**src/rtl/ray_frame_scheduler.sv**
```systemverilog
// Frame coordinate sequencer for the ray-march pipeline.
// Issues one frame of (x,y) coordinates in raster order. In-flight rays are
// capped by a credit counter that is refilled as pixels leave the packer.
//
// state | meaning
// IDLE  | waiting for start
// RUN   | offering coordinates to ray_unit
// DRAIN | all issues done (or aborted), waiting for in-flight rays to return
// DONE  | one-cycle frame completion, frame_done asserted
module ray_frame_scheduler #(
  parameter int H_RES        = 640,
  parameter int V_RES        = 480,
  parameter int MAX_INFLIGHT = 64,
  localparam int CNT_W       = $clog2(MAX_INFLIGHT + 1)
) (
  input  logic             out_stream_aclk,
  input  logic             periph_resetn,
  input  logic             start,
  input  logic             continuous,
  input  logic             stop,
  output logic [9:0]       coord_x,
  output logic [8:0]       coord_y,
  output logic             coord_sof,
  output logic             coord_eol,
  output logic             coord_valid,
  input  logic             coord_ready,
  input  logic             credit_return,
  output logic [CNT_W-1:0] inflight,
  output logic             busy,
  output logic             frame_done,
  output logic [15:0]      frame_count,
  output logic             err_underflow
);

  typedef enum logic [1:0] {S_IDLE, S_RUN, S_DRAIN, S_DONE} state_t;

  state_t     state, state_nxt;
  logic [9:0] x_nxt;
  logic [8:0] y_nxt;
  logic       stop_pend, stop_pend_nxt;
  logic       issue;
  logic       last_x, last_y;

  // Valid depends on registered credit state only; a credit returned this
  // cycle frees a slot next cycle.
  assign coord_valid = (state == S_RUN) && (inflight < CNT_W'(MAX_INFLIGHT));
  assign issue       = coord_valid && coord_ready;
  assign last_x      = (coord_x == 10'(H_RES - 1));
  assign last_y      = (coord_y == 9'(V_RES - 1));
  assign coord_sof   = (state == S_RUN) && (coord_x == 10'd0) && (coord_y == 9'd0);
  assign coord_eol   = (state == S_RUN) && last_x;
  assign busy        = (state != S_IDLE);
  assign frame_done  = (state == S_DONE);

  // State, coordinate and abort-request registers.
  always_ff @(posedge out_stream_aclk or negedge periph_resetn) begin
    if (!periph_resetn) begin
      state     <= S_IDLE;
      coord_x   <= '0;
      coord_y   <= '0;
      stop_pend <= 1'b0;
    end else begin
      state     <= state_nxt;
      coord_x   <= x_nxt;
      coord_y   <= y_nxt;
      stop_pend <= stop_pend_nxt;
    end
  end

  // Next-state, raster advance and abort handling.
  always_comb begin
    state_nxt     = state;
    x_nxt         = coord_x;
    y_nxt         = coord_y;
    stop_pend_nxt = stop_pend;
    case (state)
      S_IDLE: begin
        stop_pend_nxt = 1'b0;
        if (start) begin
          state_nxt = S_RUN;
          x_nxt     = '0;
          y_nxt     = '0;
        end
      end
      S_RUN: begin
        if (stop) stop_pend_nxt = 1'b1;
        if (issue) begin
          if (last_x) begin
            x_nxt = '0;
            if (last_y) begin
              y_nxt     = '0;
              state_nxt = S_DRAIN;
            end else begin
              y_nxt = coord_y + 9'd1;
            end
          end else begin
            x_nxt = coord_x + 10'd1;
          end
        end
        // Abort only when no offer is pending, so valid is never withdrawn.
        if (stop_pend && (!coord_valid || issue)) begin
          state_nxt = S_DRAIN;
          x_nxt     = '0;
          y_nxt     = '0;
        end
      end
      S_DRAIN: begin
        if (stop) stop_pend_nxt = 1'b1;
        if (inflight == '0) begin
          if (stop_pend) begin
            state_nxt     = S_IDLE;
            stop_pend_nxt = 1'b0;
          end else begin
            state_nxt = S_DONE;
          end
        end
      end
      S_DONE: begin
        stop_pend_nxt = 1'b0;
        if (continuous && !stop && !stop_pend) begin
          state_nxt = S_RUN;
          x_nxt     = '0;
          y_nxt     = '0;
        end else begin
          state_nxt = S_IDLE;
        end
      end
      default: state_nxt = S_IDLE;
    endcase
  end

  // Credit counter; a return with nothing outstanding flags a sticky error.
  always_ff @(posedge out_stream_aclk or negedge periph_resetn) begin
    if (!periph_resetn) begin
      inflight      <= '0;
      err_underflow <= 1'b0;
    end else if (issue && !credit_return) begin
      inflight <= inflight + CNT_W'(1);
    end else if (credit_return && !issue) begin
      if (inflight == '0) err_underflow <= 1'b1;
      else                inflight      <= inflight - CNT_W'(1);
    end
  end

  // Completed-frame counter, wraps naturally.
  always_ff @(posedge out_stream_aclk or negedge periph_resetn) begin
    if (!periph_resetn)      frame_count <= '0;
    else if (state == S_DONE) frame_count <= frame_count + 16'd1;
  end

endmodule
```
**config.mk**
```make
export PLATFORM = sky130hd
export DESIGN_NAME = ray_frame_scheduler
export DESIGN_NICKNAME = d
export VERILOG_FILES = /design/src/rtl/ray_frame_scheduler.sv
export SDC_FILE = /design/constraint.sdc
export NUM_CORES = 1
export LEC_CHECK = 0
export ABC_AREA = 0
export CAP_MARGIN = 20
export CORE_MARGIN = 8
export CORE_UTILIZATION = 35
export DETAILED_ROUTE_END_ITERATION = 16
export PLACE_DENSITY = 0.63
export SYNTH_ARGS = -nofsm -noshare
export SYNTH_HDL_FRONTEND = slang
export SYNTH_SLANG_ARGS = --single-unit
```
**constraint.sdc**
```tcl
create_clock -name out_stream_aclk -period 4.6 [get_ports out_stream_aclk]
set_input_delay 1.38 -clock out_stream_aclk [delete_from_list [all_inputs] [get_ports out_stream_aclk]]
set_output_delay 1.38 -clock out_stream_aclk [all_outputs]
set_load 0.01 [all_outputs]
```
==> flow_summary.yaml, run 1 <==
power_and_ir_drop:
  seqPwrFrac: 0.348
  p_leak_uw: 0.00143
  p_sw_uw: 705
  intPower_uw: 1050
  clock_power_share: 0.172
  vdd_ir_drop_max_mv: 0.186
  power_switching_share: 0.401
  comb_power_share: 0.480
  powerDensity_nw_per_um2: 507
sta:
  fin_skew_ns: 0.00455
  finalCritPeriodShare: 0.864
  drv_slew: 0
  hold_violations: 0
  max-slew-margin-rel: 0.481
  fin_hold_ws_ns: 0.475
  tightest_slew_ns: 0.776
  max_freq_mhz: 252
  setup_violations: 0
  final.min_clock_period_ns: 3.97
  rsz0062_at_grt: "no"
  tns_ns: 0
die:
  die_x_microns: 105
  core_area_sq_um: 7690
  die_h_microns: 105
  num_io_pins: 55
  initial_core_util: 0.358
  rows: 32
  die_area_sq_um: 10900
synthesis:
  ys_types: 55
  ys_ff_latch: 46
  synth.net_count: 303
  synth_warnings: 0
  netlist_area_sq_um: 2750
  ys_seq_area_frac: 0.419
  syn_avg_cell_area_sq_um: 9.75
  syn-instance-count: 282
placement:
  hpwl_mm: 4.77
  globalplace.congestion: 0.847
  io_buffers: 54
setup_path:
  cp_common_cell: "inv_1"
  rrSetupSlack_ns: 1.31
  required_ns: 4.79
  cp_max_fo: 9
  rr_worst_depth: 13
  slowest_delay_ns: 0.51
  cp.arrival_ns: 4.17
  crit_type: "input pin to flop"
  r2r-end: "inflight[6]"
  worstSetupStartpointType: "input pin"
  endpoint_kind: "flop"
  crit_chain: "clkdlybuf4s50_1 > nand2_1 > inv_1 > ha_1 > inv_1 > fa_1 > a211oi_1 > o21bai_1 > a21oi_1 > mux2_2 > o211a_1"
  cp_slowest_cell: "clkdlybuf4s50_1"
  r2r-start: "state[1]"
cts:
  htree_num_levels: 2
  cts-hold-fix-buffers: 0
  clock_latency_ns: 0.29
  cts_made_buffers: 5
  cts_sinks: 46
  clockBufferDepth: 2
  clkTransAtPathRegs_ns: 0.09
  cts_root_buf: "clkbuf_8"
  post_cts_resized: 0
  cts_tree: "built"
  cts_setup_buffers: 0
route:
  drc: 0
  route.detailed.vias_per_inst: 5.33
  drt_iter0_drc: 129
  drt-total-wl_mm: 6.67
  ant_nets: 0
  wl_met1_mm: 3.13
  wl_met3_microns: 484
  routed-wl-met2_mm: 3.02
  top_layer_used: "met4"
  drt_pass1_iterations: 4
  wl_per_cell_microns: 15.2
  num_vias: 2336
layout:
  area_growth_pct: 26.1
  final_layout_size_suffix_gt1_frac: 0.0833
  diodes: 0
  final_net_count: 356
  fillers: 743
min_path:
  hold_path_end: "frame_count[15]"
  hold_depth: 1
  hold_class: "flop to flop"
  worstHoldStart: "frame_count[15]"
outcome:
  status: "completed"
grt:
  grt_pass1_vias: 2302
  grt_pass1_wl_mm: 11.4
  antenna_found_initial: 0
  grt.total_usage: 0.121
  overflow: 0
  grt_max_degree: 47
flow_run:
  maxCapViolations: 0
cell usage after synthesis (all sizes together):
| cell | count | area share |
|---|---|---|
| o211ai | 1 | 0.0027 |
| or2 | 1 | 0.0023 |
| o41ai | 1 | 0.0032 |
| ha | 13 | 0.059 |
| o221a | 1 | 0.0041 |
| buf | 8 | 0.026 |
| o21bai | 2 | 0.0055 |
| nand2b | 2 | 0.0045 |
| nor4 | 5 | 0.017 |
| a21o | 4 | 0.011 |
| xnor2 | 14 | 0.045 |
| mux2 | 4 | 0.016 |
| dfrtp | 46 | 0.42 |
| o21ai | 26 | 0.050 |
| nand4 | 5 | 0.017 |
| a21oi | 13 | 0.025 |
| nor2b | 1 | 0.0050 |
| a311oi | 1 | 0.0032 |
| a22o | 2 | 0.0064 |
| fa | 1 | 0.0073 |
| o31ai | 8 | 0.022 |
| and2 | 2 | 0.0055 |
| a32o | 1 | 0.0036 |
| nor3 | 6 | 0.011 |
| o211a | 1 | 0.0036 |
| nor3b | 1 | 0.0027 |
| or4 | 5 | 0.015 |
| nand3 | 22 | 0.040 |
| and4 | 2 | 0.0073 |
| nor2 | 14 | 0.025 |
| a211o | 4 | 0.013 |
| nand3b | 1 | 0.0027 |
| a211oi | 2 | 0.0055 |
| a31o | 1 | 0.0032 |
| mux2i | 2 | 0.0073 |
| xor2 | 5 | 0.016 |
| a2111oi | 1 | 0.0055 |
| nand2 | 26 | 0.036 |
| a31oi | 1 | 0.0023 |
| and3 | 10 | 0.023 |
| inv | 15 | 0.020 |
| clkbuf | 1 | 0.0014 |
cell families (layout without fill, tap and decap cells):
kind of cell               Yosys count  after routing  synth area share
AOI/OAI and AO/OA                   70             70             0.169
xor gates and xnor gates            19             19            0.0605
adders and majority gates           14             14            0.0664
buffers and inverters               24             78            0.0478
DFF                                 46             46             0.419
muxes                                6              6            0.0237
and+or+nand+nor                    103            103             0.214
registers in the layout, summed over array words and instances (netlist names):
signal,count
inflight,7
err_underflow,1
coord_y,9
stop_pend,1
frame_count,16
state,2
coord_x,10
power groups by stage:
| stage | combinational [uW] | clock [uW] | sequential, uW |
|---|---|---|---|
| floorplan | 583 | 0 | 598 |
| global placement | 829 | 0 | 621 |
| detailed placement | 842 | 0 | 622 |
| CTS | 846 | 312 | 614 |
| global route | 935 | 329 | 632 |
| finish | 844 | 302 | 612 |
stage by stage:
stage / instance area, sq um / utilization / std cells / total power [uW] / setup slack [ns]
after CTS: 3450 / 0.449 / 437 / 1770 / 0.646
after global placement: 3340 / 0.434 / 429 / 1450 / 0.435
after global routing: 3470 / 0.451 / 438 / 1900 / 0.389
after floorplan: 2750 / - / 282 / 1180 / 1.09
after detailed placement: 3340 / 0.434 / 429 / 1460 / 0.331
final: 3470 / 0.451 / 438 / 1760 / 0.625
cells in the final DEF (no fill, tap or decap), types with 6 or more instances in the layout:
cell / count
dfrtp_1: 46
xnor2_1: 14
nand2_1: 25
inv_1: 15
and3_1: 10
a21oi_1: 12
o21ai_0: 21
nand3_1: 22
nor2_1: 13
clkdlybuf4s50_1: 53
ha_1: 13
o31ai_1: 8
nor3_1: 6
critical path, delay by kind of cell:
| family | cells | cell delay (ns) |
|---|---|---|
| compound gates | 4 | 0.89 |
| fa+ha+maj | 2 | 0.68 |
| buf+inv | 3 | 0.77 |
| simple gates | 1 | 0.09 |
| mux | 1 | 0.36 |
how the worst max path moves through the flow:
| stage | endpoint | depth (start not counted) | from |
|---|---|---|---|
| after floorplan | inflight[6] | 10 | coord_ready |
| after global placement | inflight[6] | 11 | coord_ready |
| after detailed placement | inflight[6] | 11 | coord_ready |
| after CTS | inflight[6] | 11 | coord_ready |
| after global routing | inflight[6] | 11 | coord_ready |
| final | inflight[6] | 11 | coord_ready |
layer usage:
metal / global-route usage / up-vias
met1: 0.160 / 1128
met3: 0.0381 / 4
met2: 0.190 / 75
li1: - / 1129
met4: 0.0245 / 0
met5: 0 / -
area by class of cell:
type / count / area (sq um) / area share
multi-input cells: 212 / 1470 / 0.423
flip-flops and latches: 46 / 1150 / 0.332
repair buffers: 55 / 556 / 0.160
well taps: 102 / 128 / 0.0368
clock buffers: 6 / 72.6 / 0.0209
inverters: 15 / 56.3 / 0.0162
clock inverters: 2 / 37.5 / 0.0108
No activity file was read; power rests on OpenSTA's default activity.
==> run 2: changes to the inputs <==
--- a/config.mk
+++ b/config.mk
@@ -5,12 +5,12 @@
 export SDC_FILE = /design/constraint.sdc
 export NUM_CORES = 1
 export LEC_CHECK = 0
-export ABC_AREA = 0
+export ABC_AREA = 1
+export ABC_CLOCK_PERIOD_IN_PS = 4600
 export CAP_MARGIN = 20
-export CORE_MARGIN = 8
 export CORE_UTILIZATION = 35
 export DETAILED_ROUTE_END_ITERATION = 16
-export PLACE_DENSITY = 0.63
+export PLACE_DENSITY = 0.62
 export SYNTH_ARGS = -nofsm -noshare
 export SYNTH_HDL_FRONTEND = slang
 export SYNTH_SLANG_ARGS = --single-unit
==> run 2 against run 1 <==
Compared with the run above:
- total power up 7.4%
- register-to-register slack better by 0.77 ns
- non-clock buffer count unchanged
- fmax up 11%
- synthesized cell count up 38%
- global-route usage up 4.5 points
- synthesized area up 9.2%
- critical endpoint is now coord_eol
- largest power group unchanged
- highest routed layer unchanged
==> flow_summary.yaml, run 2 <==
outcome:
  status: "completed"
layout:
  reg_top3: "frame_count: 16 flops, coord_x: 10 flops, coord_y: 9 flops"
  top_register: "frame_count"
  final_cell_mix: "98 x nand2_1, 53 x clkdlybuf4s50_1, 50 x inv_1"
  final_layout_size_suffix_gt1_frac: 0.0802
  diodes: 0
  final_net_count: 469
  final_common_cell: "nand2_1"
  largest_reg_flops: 16
  fin_area_sq_um: 3770
  stdcell_count: 554
  area_growth_pct: 25.6
die:
  die_x_microns: 94.6
  initial_core_util: 0.364
  rows: 33
  num_io_pins: 55
  die_area_sq_um: 8950
  core_area_sq_um: 8260
  die_h_microns: 94.6
sta:
  finalCritPeriodShare: 0.778
  tightest_slew_ns: 0.441
  hold_violations: 0
  final.min_clock_period_ns: 3.58
  max_freq_mhz: 279
  fin_skew_ns: 0.00909
  setup_violations: 0
  max-slew-margin-rel: 0.706
  drv_slew: 0
  rsz0062_at_grt: "no"
  tns_ns: 0
placement:
  place_area_sq_um: 3650
  io_buffers: 54
  place_inst: 545
  hpwl_mm: 5.16
  globalplace.congestion: 0.857
synthesis:
  synth_warnings: 0
  ys_top_cells_by_area: "dfrtp_1 38%, nand2_1 12%, nand3_1 6.3%, inv_1 6.3%, ha_1 5.4%"
  netlist_area_sq_um: 3000
  ys_ff_latch: 46
  syn-instance-count: 390
  synth-main-ff-cell: "dfrtp_1"
  synth_edf_count: 0
  synth.most_common_cell: "nand2_1"
  syn_avg_cell_area_sq_um: 7.70
  async_flop_share: 1.00
  ys_types: 40
  synth_top_cell_area_share: 0.383
  synth_top_cell_by_area: "dfrtp_1"
  synth_common_cells: "98 x nand2_1, 50 x inv_1, 46 x dfrtp_1"
  ys_seq_area_frac: 0.383
  synth.net_count: 411
route:
  drt_pass1_iterations: 4
  wl_per_cell_microns: 12.5
  drt-total-wl_mm: 6.90
  route.detailed.vias_per_inst: 4.79
  drt_iter0_drc: 97
  ant_nets: 0
  num_vias: 2656
  drc: 0
cts:
  clock_latency_ns: 0.30
  cts_setup_buffers: 0
  cts-hold-fix-buffers: 0
  clkTransAtPathRegs_ns: 0.09
  post_cts_resized: 0
  cts_root_buf: "clkbuf_8"
  cts_made_buffers: 5
  htree_num_levels: 2
  cts_tree: "built"
  clockBufferDepth: 2
  cts_sinks: 46
setup_path:
  rr_worst_depth: 15
  crit_chain: "ha_1 > nand2_1 > nor2_1 > nand2_1 > nor2_4 > inv_1 > nor2_1 > clkdlybuf4s50_1"
  cp.depth: 8
  cp_max_fo: 4
  critPathTopFamily: "simple AND/OR/NAND/NOR gates"
  worstSetupStartpointType: "flop"
  cp_num_buf_inv: 2
  required_ns: 3.22
  cp.arrival_ns: 2.20
  cp_slowest_cell: "clkdlybuf4s50_1"
  crit_type: "flop to output port"
  endpoint_kind: "output port"
  slowest_delay_ns: 0.55
grt:
  overflow: 0
  grt_max_degree: 47
  antenna_found_initial: 0
  grt_pass1_wl_mm: 11.7
  grt_pass1_vias: 2525
  grt.total_usage: 0.166
power_and_ir_drop:
  power_uw: 1890
  powerDensity_nw_per_um2: 500
  vdd_ir_drop_max_mv: 0.238
  p_leak_uw: 0.00178
min_path:
  hold_class: "flop to flop"
  hold_depth: 1
flow_run:
  maxCapViolations: 0
==> run 2: cell count changes after synthesis, moves of 5 or more <==
cell / before / now
a21oi_1: 12 / 5
nand4_1: 4 / 9
nand2_1: 25 / 98
o31ai_1: 8 / 1
nand3_1: 22 / 38
inv_1: 15 / 50
and3_1: 10 / 0
nor2_1: 13 / 42
==> run 2: area by class of cell <==
type / count / area (sq um)
fill: 868 / 4490
multi-input combinational: 285 / 1620
sequential: 46 / 1150
timing repair buffer: 55 / 556
inverter: 55 / 209
tap: 105 / 131
clock buffer: 7 / 76.3
clock inverter: 1 / 30.0
==> run 2: metrics by stage <==
stage / setup slack [ns] / hold slack (ns) / utilization
5_1_grt: 0.861 / 0.535 / 0.457
3_3_place_gp: 1.18 / 0.473 / 0.442
4_1_cts: 1.00 / 0.523 / 0.454
6_report: 1.02 / 0.521 / 0.457
3_5_place_dp: 1.10 / 0.503 / 0.442
2_1_floorplan: 1.80 / 0.512 / -
==> run 2: worst register-to-register path: stages, from the launching register on <==
cell,delay (ns)
dfrtp_1,0.49
inv_1,0.13
nand2_2,0.12
nor2_1,0.15
nand2_1,0.09
inv_1,0.06
ha_1,0.17
inv_1,0.17
ha_1,0.40
nand3_1,0.11
a21oi_1,0.22
nor2_1,0.07
nand2_1,0.06
nand2_1,0.06
nand2_1,0.05
o21ai_0,0.07
==> run 2: logic make-up (layout without fill, tap and decap cells) <==
logic type / count (synthesis) / after routing / share of synthesized area
AO/OA/AOI/OAI: 36 / 36 / 0.0692
XOR/XNOR: 19 / 19 / 0.0554
adder cells (fa/ha/maj): 14 / 14 / 0.0608
buffers and inverters: 59 / 118 / 0.0775
flip-flops: 46 / 46 / 0.383
AND/OR/NAND/NOR: 216 / 216 / 0.354
==> run 2: power breakdown <==
group / internal (uW) / switching (uW) / leakage [uW]
sequential: 488 / 113 / 0.000615
clock: 163 / 138 / 0.0000524
combinational: 412 / 573 / 0.00111
==> run 2: path summary, 6_finish.rpt <==
check                                    start  slack, ns        endpoint
worst max-delay path                coord_x[1]       1.02       coord_eol
worst min-delay path            frame_count[9]       0.52  frame_count[9]
worst max register to register        state[1]       2.08     inflight[6]
worst min register to register  frame_count[9]       0.52  frame_count[9]
max in group asynchronous        periph_resetn       3.08  frame_count[9]
min in group asynchronous        periph_resetn       1.02      coord_y[8]
==> run 2: per-layer routing <==
layer	up-vias	GRT usage	wire, microns
met5	-	0	0
met4	0	0.0442	80
met3	7	0.0403	297
met2	51	0.280	3260
met1	1237	0.211	3270
li1	1361	-	-
